**src/rtl/wb_bridge_pkg.sv**
```systemverilog
// Shared definitions for the Wishbone peripheral bridge.
//   bridge_state_e   : bridge FSM states
//   ERR_DATA_DEFAULT : read data handed back to the core when an access fails
package wb_bridge_pkg;

    typedef enum logic [2:0] {
        IDLE   = 3'd0,
        ACCESS = 3'd1,
        ERROR  = 3'd2,
        RESP   = 3'd3,
        GAP    = 3'd4
    } bridge_state_e;

    localparam logic [31:0] ERR_DATA_DEFAULT = 32'hDEADBEEF;

endpackage

```
**src/rtl/bus_timeout_counter.sv**
```systemverilog
// Access watchdog for the bridge: counts cycles spent waiting on a slave.
//   clk, rst_n : clock, synchronous active-low reset
//   clear      : force the count back to 0 (held while not waiting)
//   enable     : count one cycle
//   expired    : high during the LIMIT-th enabled cycle since the last clear
module bus_timeout_counter #(
    parameter int unsigned LIMIT = 255
) (
    input  logic clk,
    input  logic rst_n,
    input  logic clear,
    input  logic enable,
    output logic expired
);

    localparam int unsigned W = (LIMIT < 2) ? 1 : $clog2(LIMIT);
    localparam logic [W-1:0] LAST = W'(LIMIT - 1);

    logic [W-1:0] count;

    always_ff @(posedge clk) begin
        if (!rst_n || clear) begin
            count <= '0;
        end else if (enable && count != LAST) begin
            count <= count + 1'b1;
        end
    end

    // Flags the last permitted wait cycle, so the owner leaves at the edge that
    // ends the LIMIT-th cycle of waiting.
    assign expired = enable && (count == LAST);

endmodule

```
**src/rtl/wb_periph_bridge.sv**
```systemverilog
// Wishbone core-to-peripheral bridge. Decodes a slot from the request address,
// strobes one slave, and returns its data, or ERR_DATA with a sticky error
// flag for unmapped slots and slaves that never acknowledge.
//   clk, rst_n            : clock, synchronous active-low reset
//   cyc_i/stb_i/we_i      : core bus cycle, strobe, write
//   addr_i/data_i         : core address / write data
//   ack_o/data_o          : one-cycle completion pulse and read data to core
//   s_cyc_o/s_stb_o       : one-hot slave cycle/strobe
//   s_we_o/s_addr_o/s_data_o : latched request fields shared by all slaves
//   s_ack_i/s_data_i      : per-slot acks and packed read data
//   err_clr_i/err_o       : error clear, sticky error flag
//   err_addr_o            : address of the most recent failed access
//
// state  | meaning
// IDLE   | waiting for a request with addr_i[31]=1
// ACCESS | selected slave strobed, waiting for its ack or the timeout
// ERROR  | unmapped slot, one cycle to post the error
// RESP   | ack_o high for this one cycle
// GAP    | one dead cycle so a lingering core cyc_i is not taken as new
module wb_periph_bridge
    import wb_bridge_pkg::*;
#(
    parameter int unsigned NUM_SLAVES     = 4,
    parameter int unsigned SEL_LSB        = 24,
    parameter int unsigned TIMEOUT_CYCLES = 255,
    parameter logic [31:0] ERR_DATA       = ERR_DATA_DEFAULT
) (
    input  logic                     clk,
    input  logic                     rst_n,
    input  logic                     cyc_i,
    input  logic                     stb_i,
    input  logic                     we_i,
    input  logic [31:0]              addr_i,
    input  logic [31:0]              data_i,
    output logic                     ack_o,
    output logic [31:0]              data_o,
    output logic [NUM_SLAVES-1:0]    s_cyc_o,
    output logic [NUM_SLAVES-1:0]    s_stb_o,
    output logic                     s_we_o,
    output logic [31:0]              s_addr_o,
    output logic [31:0]              s_data_o,
    input  logic [NUM_SLAVES-1:0]    s_ack_i,
    input  logic [NUM_SLAVES*32-1:0] s_data_i,
    input  logic                     err_clr_i,
    output logic                     err_o,
    output logic [31:0]              err_addr_o
);

    bridge_state_e state_q, state_d;

    logic [3:0]            slot_q, slot_d;
    logic                  ack_q, ack_d;
    logic [31:0]           data_q, data_d;
    logic [NUM_SLAVES-1:0] cyc_q, cyc_d;
    logic                  we_q, we_d;
    logic [31:0]           addr_q, addr_d;
    logic [31:0]           wdata_q, wdata_d;
    logic                  err_q, err_d;
    logic [31:0]           err_addr_q, err_addr_d;

    logic [3:0]            slot_in;
    logic                  slot_in_range;
    logic [NUM_SLAVES-1:0] onehot_in;
    logic                  ack_sel;
    logic [31:0]           rd_sel;
    logic                  expired;
    logic                  err_set;

    bus_timeout_counter #(
        .LIMIT (TIMEOUT_CYCLES)
    ) u_timeout (
        .clk     (clk),
        .rst_n   (rst_n),
        .clear   (state_q != ACCESS),
        .enable  (state_q == ACCESS),
        .expired (expired)
    );

    assign slot_in       = addr_i[SEL_LSB +: 4];
    assign slot_in_range = ({1'b0, slot_in} < 5'(NUM_SLAVES));

    // Slot decode by comparison keeps the 4-bit slot index independent of
    // how many slots are actually built.
    always_comb begin
        onehot_in = '0;
        ack_sel   = 1'b0;
        rd_sel    = '0;
        for (int k = 0; k < NUM_SLAVES; k++) begin
            if (slot_in == 4'(k)) begin
                onehot_in[k] = 1'b1;
            end
            if (slot_q == 4'(k)) begin
                ack_sel = s_ack_i[k];
                rd_sel  = s_data_i[32*k +: 32];
            end
        end
    end

    always_ff @(posedge clk) begin
        if (!rst_n) begin
            state_q    <= IDLE;
            slot_q     <= '0;
            ack_q      <= 1'b0;
            data_q     <= '0;
            cyc_q      <= '0;
            we_q       <= 1'b0;
            addr_q     <= '0;
            wdata_q    <= '0;
            err_q      <= 1'b0;
            err_addr_q <= '0;
        end else begin
            state_q    <= state_d;
            slot_q     <= slot_d;
            ack_q      <= ack_d;
            data_q     <= data_d;
            cyc_q      <= cyc_d;
            we_q       <= we_d;
            addr_q     <= addr_d;
            wdata_q    <= wdata_d;
            err_q      <= err_d;
            err_addr_q <= err_addr_d;
        end
    end

    always_comb begin
        state_d    = state_q;
        slot_d     = slot_q;
        ack_d      = 1'b0;
        data_d     = data_q;
        cyc_d      = cyc_q;
        we_d       = we_q;
        addr_d     = addr_q;
        wdata_d    = wdata_q;
        err_addr_d = err_addr_q;
        err_set    = 1'b0;

        case (state_q)
            IDLE: begin
                if (cyc_i && stb_i && addr_i[31]) begin
                    slot_d  = slot_in;
                    we_d    = we_i;
                    addr_d  = addr_i;
                    wdata_d = data_i;
                    if (slot_in_range) begin
                        cyc_d   = onehot_in;
                        state_d = ACCESS;
                    end else begin
                        state_d = ERROR;
                    end
                end
            end
            ACCESS: begin
                // An abandoned cycle is dropped silently; a real ack beats
                // the watchdog when both land together.
                if (!cyc_i) begin
                    cyc_d   = '0;
                    state_d = IDLE;
                end else if (ack_sel) begin
                    cyc_d   = '0;
                    ack_d   = 1'b1;
                    data_d  = we_q ? 32'h0 : rd_sel;
                    state_d = RESP;
                end else if (expired) begin
                    cyc_d      = '0;
                    ack_d      = 1'b1;
                    data_d     = ERR_DATA;
                    err_set    = 1'b1;
                    err_addr_d = addr_q;
                    state_d    = RESP;
                end
            end
            ERROR: begin
                ack_d      = 1'b1;
                data_d     = ERR_DATA;
                err_set    = 1'b1;
                err_addr_d = addr_q;
                state_d    = RESP;
            end
            RESP: begin
                state_d = GAP;
            end
            GAP: begin
                state_d = IDLE;
            end
            default: begin
                cyc_d   = '0;
                state_d = IDLE;
            end
        endcase

        if (err_set) begin
            err_d = 1'b1;
        end else if (err_clr_i) begin
            err_d = 1'b0;
        end else begin
            err_d = err_q;
        end
    end

    assign ack_o      = ack_q;
    assign data_o     = data_q;
    assign s_cyc_o    = cyc_q;
    assign s_stb_o    = cyc_q;
    assign s_we_o     = we_q;
    assign s_addr_o   = addr_q;
    assign s_data_o   = wdata_q;
    assign err_o      = err_q;
    assign err_addr_o = err_addr_q;

endmodule

```
**config.mk**
```make
export PLATFORM = sky130hd
export DESIGN_NAME = wb_periph_bridge
export DESIGN_NICKNAME = d
export VERILOG_FILES = /design/src/rtl/wb_bridge_pkg.sv /design/src/rtl/bus_timeout_counter.sv /design/src/rtl/wb_periph_bridge.sv
export SDC_FILE = /design/constraint.sdc
export NUM_CORES = 1
export LEC_CHECK = 0
export ABC_AREA = 1
export CAP_MARGIN = 10
export CORE_AREA = 2 2 132 134
export CTS_CLUSTER_SIZE = 8
export DETAILED_ROUTE_END_ITERATION = 10
export DIE_AREA = 0 0 134 136
export PLACE_DENSITY = 0.9
export SYNTH_ARGS = -nofsm -noshare
export SYNTH_HDL_FRONTEND = slang
export SYNTH_SLANG_ARGS = --single-unit
```
**constraint.sdc**
```tcl
create_clock -name clk -period 4.8 [get_ports clk]
set_input_delay 0.72 -clock clk [delete_from_list [all_inputs] [get_ports clk]]
set_output_delay 0.72 -clock clk [all_outputs]
set_load 0.01 [all_outputs]
```
==> run metrics <==
Remaining DRCs=0; clk root buf=clkbuf_16; synth warn=0; Hold Path Origin=err_addr_o[11]; critical path type=reg -> reg; CTS resizes=0; critical path buffer and inverter count=1; worst endpoint data arrival time=between 2 and 3 ns; IO buf count=340; worst slew pin tran=between 1 and 1.5 ns; synthesized area per cell=between 6 and 7 µm²; NumNets Final=between 1.5k and 2k; CTS clock-pin slew for the worst setup and hold paths=~0.07 ns; worst-skew pair later-pin latency=0.42 ns; Vias=7824; hold path cells=2; first drt pass iteration count=5; CTS tree=done; Final Critical Period=around 2.6 ns; CP max stage delay=0.67 ns; Crit Path Max Fanout=24; Inserted Clock Buffers=17; outcome=finished clean; first-pass GRT wire length=between 30000 and 40000 µm; gpl congestion=a little over 0.9; # clock sinks=about 150; CP max stage cell=dfxtp_1; average routed wire per standard cell=~15 µm; largest net degree at the start of global routing=104; die extent in x=134 µm; max cap viols=0; Crit path required time=around 5.1 ns; Crit path max-delay family=simple AND/OR/NAND/NOR gates; Area Growth Syn to Fin=58.8%; # Post-CTS Setup Buffers=0; final setup margin=between 2 and 2.5 ns; final clock skew=~0.013 ns; hold_buf cts=0; Initial Util=about two fifths; Mapped Area=6820 µm²; Final ANT Viol Nets=0; Hold Path Class=reg -> reg; final setup violation count=0; register area share after synthesis=between 40 and 50%; Die H=136 µm; RSZ-0062 raised after global routing=no; H-tree depth=4; worst-path cell chain=nor2_1 > nand2_1 > clkinv_1 > nand2_1 > nand2_1 > nor2_1 > o21ai_0 > nand2_1 > nor2_1; IO Count=341; total wire length=24200 µm; Clock Tree Buf Depth=2; RR Startpoint=slot_q[0]; commonest non-fill, non-tap cell in the layout=clkdlybuf4s50_1; Synth Net Count=about 1.2k; leakage=roughly 4.5 nW; DR vias/cell=a little under 5; Gate Count Post-Synth=1031; VDD IR max=between 0.2 and 0.25 mV; Tot GR Track Use=26.1%; Initial DRC Count=approximately 260; Power per Cell Area=around 310 nW/µm²; global route total overflow=0; most frequent cells in the layout=clkdlybuf4s50_1 (339), nor2_1 (246), nand2_1 (238), dfxtp_1 (146), nand3_1 (83); pre-CTS WS=around 1.8 ns; crit end category=flop; dpl hpwl=17700 µm; final hold violation count=0; critical path startpoint=slot_q[0]; core area=around 17000 µm²; DIE AREA=around 18000 µm²; count of different cell masters after synthesis=34; utilization after layout=roughly 64%; initial antenna violation count=4; worst rel slew slack=a little under a third; CP startpoint kind=flop; r2r worst-path depth=9; number of global-route vias before repair=7409; layout cells sized above 1=under 10%; Worst path depth=9; most numerous cell on the critical path=nand2_1; # rows=48; Max Fclk=approximately 380 MHz; setup_tns=0 ns; Tcrit/Tclk final=between 50% and 60%; Yosys reg bits=between 100 and 150; count of pins over their slew limit=0
==> Yosys cell counts, drive strengths merged <==
| cell type | n | area (µm²) |
|---|---|---|
| nand3 | 84 | 425 |
| ha | 2 | 25.0 |
| xor2 | 5 | 43.8 |
| inv | 58 | 220 |
| nor2b | 1 | 6.26 |
| nor3b | 1 | 7.51 |
| nand2 | 243 | 940 |
| or2 | 7 | 43.8 |
| nand4 | 5 | 31.3 |
| nor3 | 5 | 41.3 |
| o21ai | 92 | 464 |
| clkbuf | 32 | 120 |
| dfxtp | 146 | 2920 |
| and2 | 1 | 6.26 |
| a21oi | 62 | 310 |
| a211oi | 2 | 15.0 |
| nor2 | 251 | 971 |
| buf | 33 | 223 |
| clkinv | 1 | 3.75 |
==> through the flow <==
stage / hold WS (ns) / area [µm²] / std cells / power (mW)
floorplan: 0.469 / 6820 / 1031 / 1.63
global placement: 0.447 / 10200 / 1537 / 1.96
detailed placement: 0.453 / 10200 / 1537 / 1.97
CTS: 0.464 / 10800 / 1569 / 3.35
global route: 0.489 / 10800 / 1573 / 3.47
finish: 0.462 / 10800 / 1573 / 3.33
==> worst register-to-register path: stages (launching register included) <==
cell and delay, ns:
dfxtp_1 0.67, nor2_1 0.14, nand2_1 0.62, clkinv_1 0.47, nand2_1 0.15, nand2_1 0.06, nor2_1 0.13, o21ai_0 0.10
nand2_1 0.12, nor2_1 0.05
==> sequential cells by signal, summed over array words and instances (netlist names) <==
| name | count |
|---|---|
| slot_q | 3 |
| ack_o | 1 |
| s_we_o | 1 |
| u_timeout.count | 8 |
| state_q | 3 |
| err_addr_o | 32 |
| s_cyc_o | 4 |
| data_o | 32 |
| s_data_o | 32 |
| s_addr_o | 29 |
| err_o | 1 |
==> report_power, final <==
| part | internal, mW | total [mW] | switching [mW] | leakage [nW] |
|---|---|---|---|---|
| Combinational | 0.330 | 0.641 | 0.310 | 3.01 |
| Sequential | 1.27 | 1.31 | 0.0389 | 1.19 |
| Clock | 0.794 | 1.38 | 0.584 | 0.301 |
==> cell families (layout without fill, tap and decap cells) <==
| logic type | after synthesis | in the layout | synth area share [%] |
|---|---|---|---|
| compound gates | 156 | 156 | 11.6 |
| buf+inv | 124 | 437 | 8.31 |
| fa+ha+maj | 2 | 2 | 0.367 |
| flops | 146 | 146 | 42.9 |
| simple gates | 598 | 598 | 36.3 |
| xor+xnor | 5 | 5 | 0.642 |
| other cells | 0 | 4 | 0 |
==> worst paths after layout <==
path | to | slack (ns)
worst max-delay path | data_o[15] | 2.19
worst min-delay path | err_addr_o[11] | 0.46
worst max register to register | data_o[15] | 2.19
worst min register to register | err_addr_o[11] | 0.46
==> area by class of cell <==
type	count	area [µm²]
diodes	4	10.0
clock buffers	17	425
clock inverters	15	184
fillers	1436	6040
inverters	59	224
multi-input cells	761	3340
flip-flops and latches	146	2920
well taps	225	282
repair buffers	346	3450
==> per-layer routing <==
metal	share of wire [%]	wire, µm	track usage [%]
met1	38	9120	28.3
met2	50	12100	47.2
met3	9.7	2340	8.43
met4	2.8	669	9.81
met5	0	0	0
No activity file was read; power rests on OpenSTA's default activity.
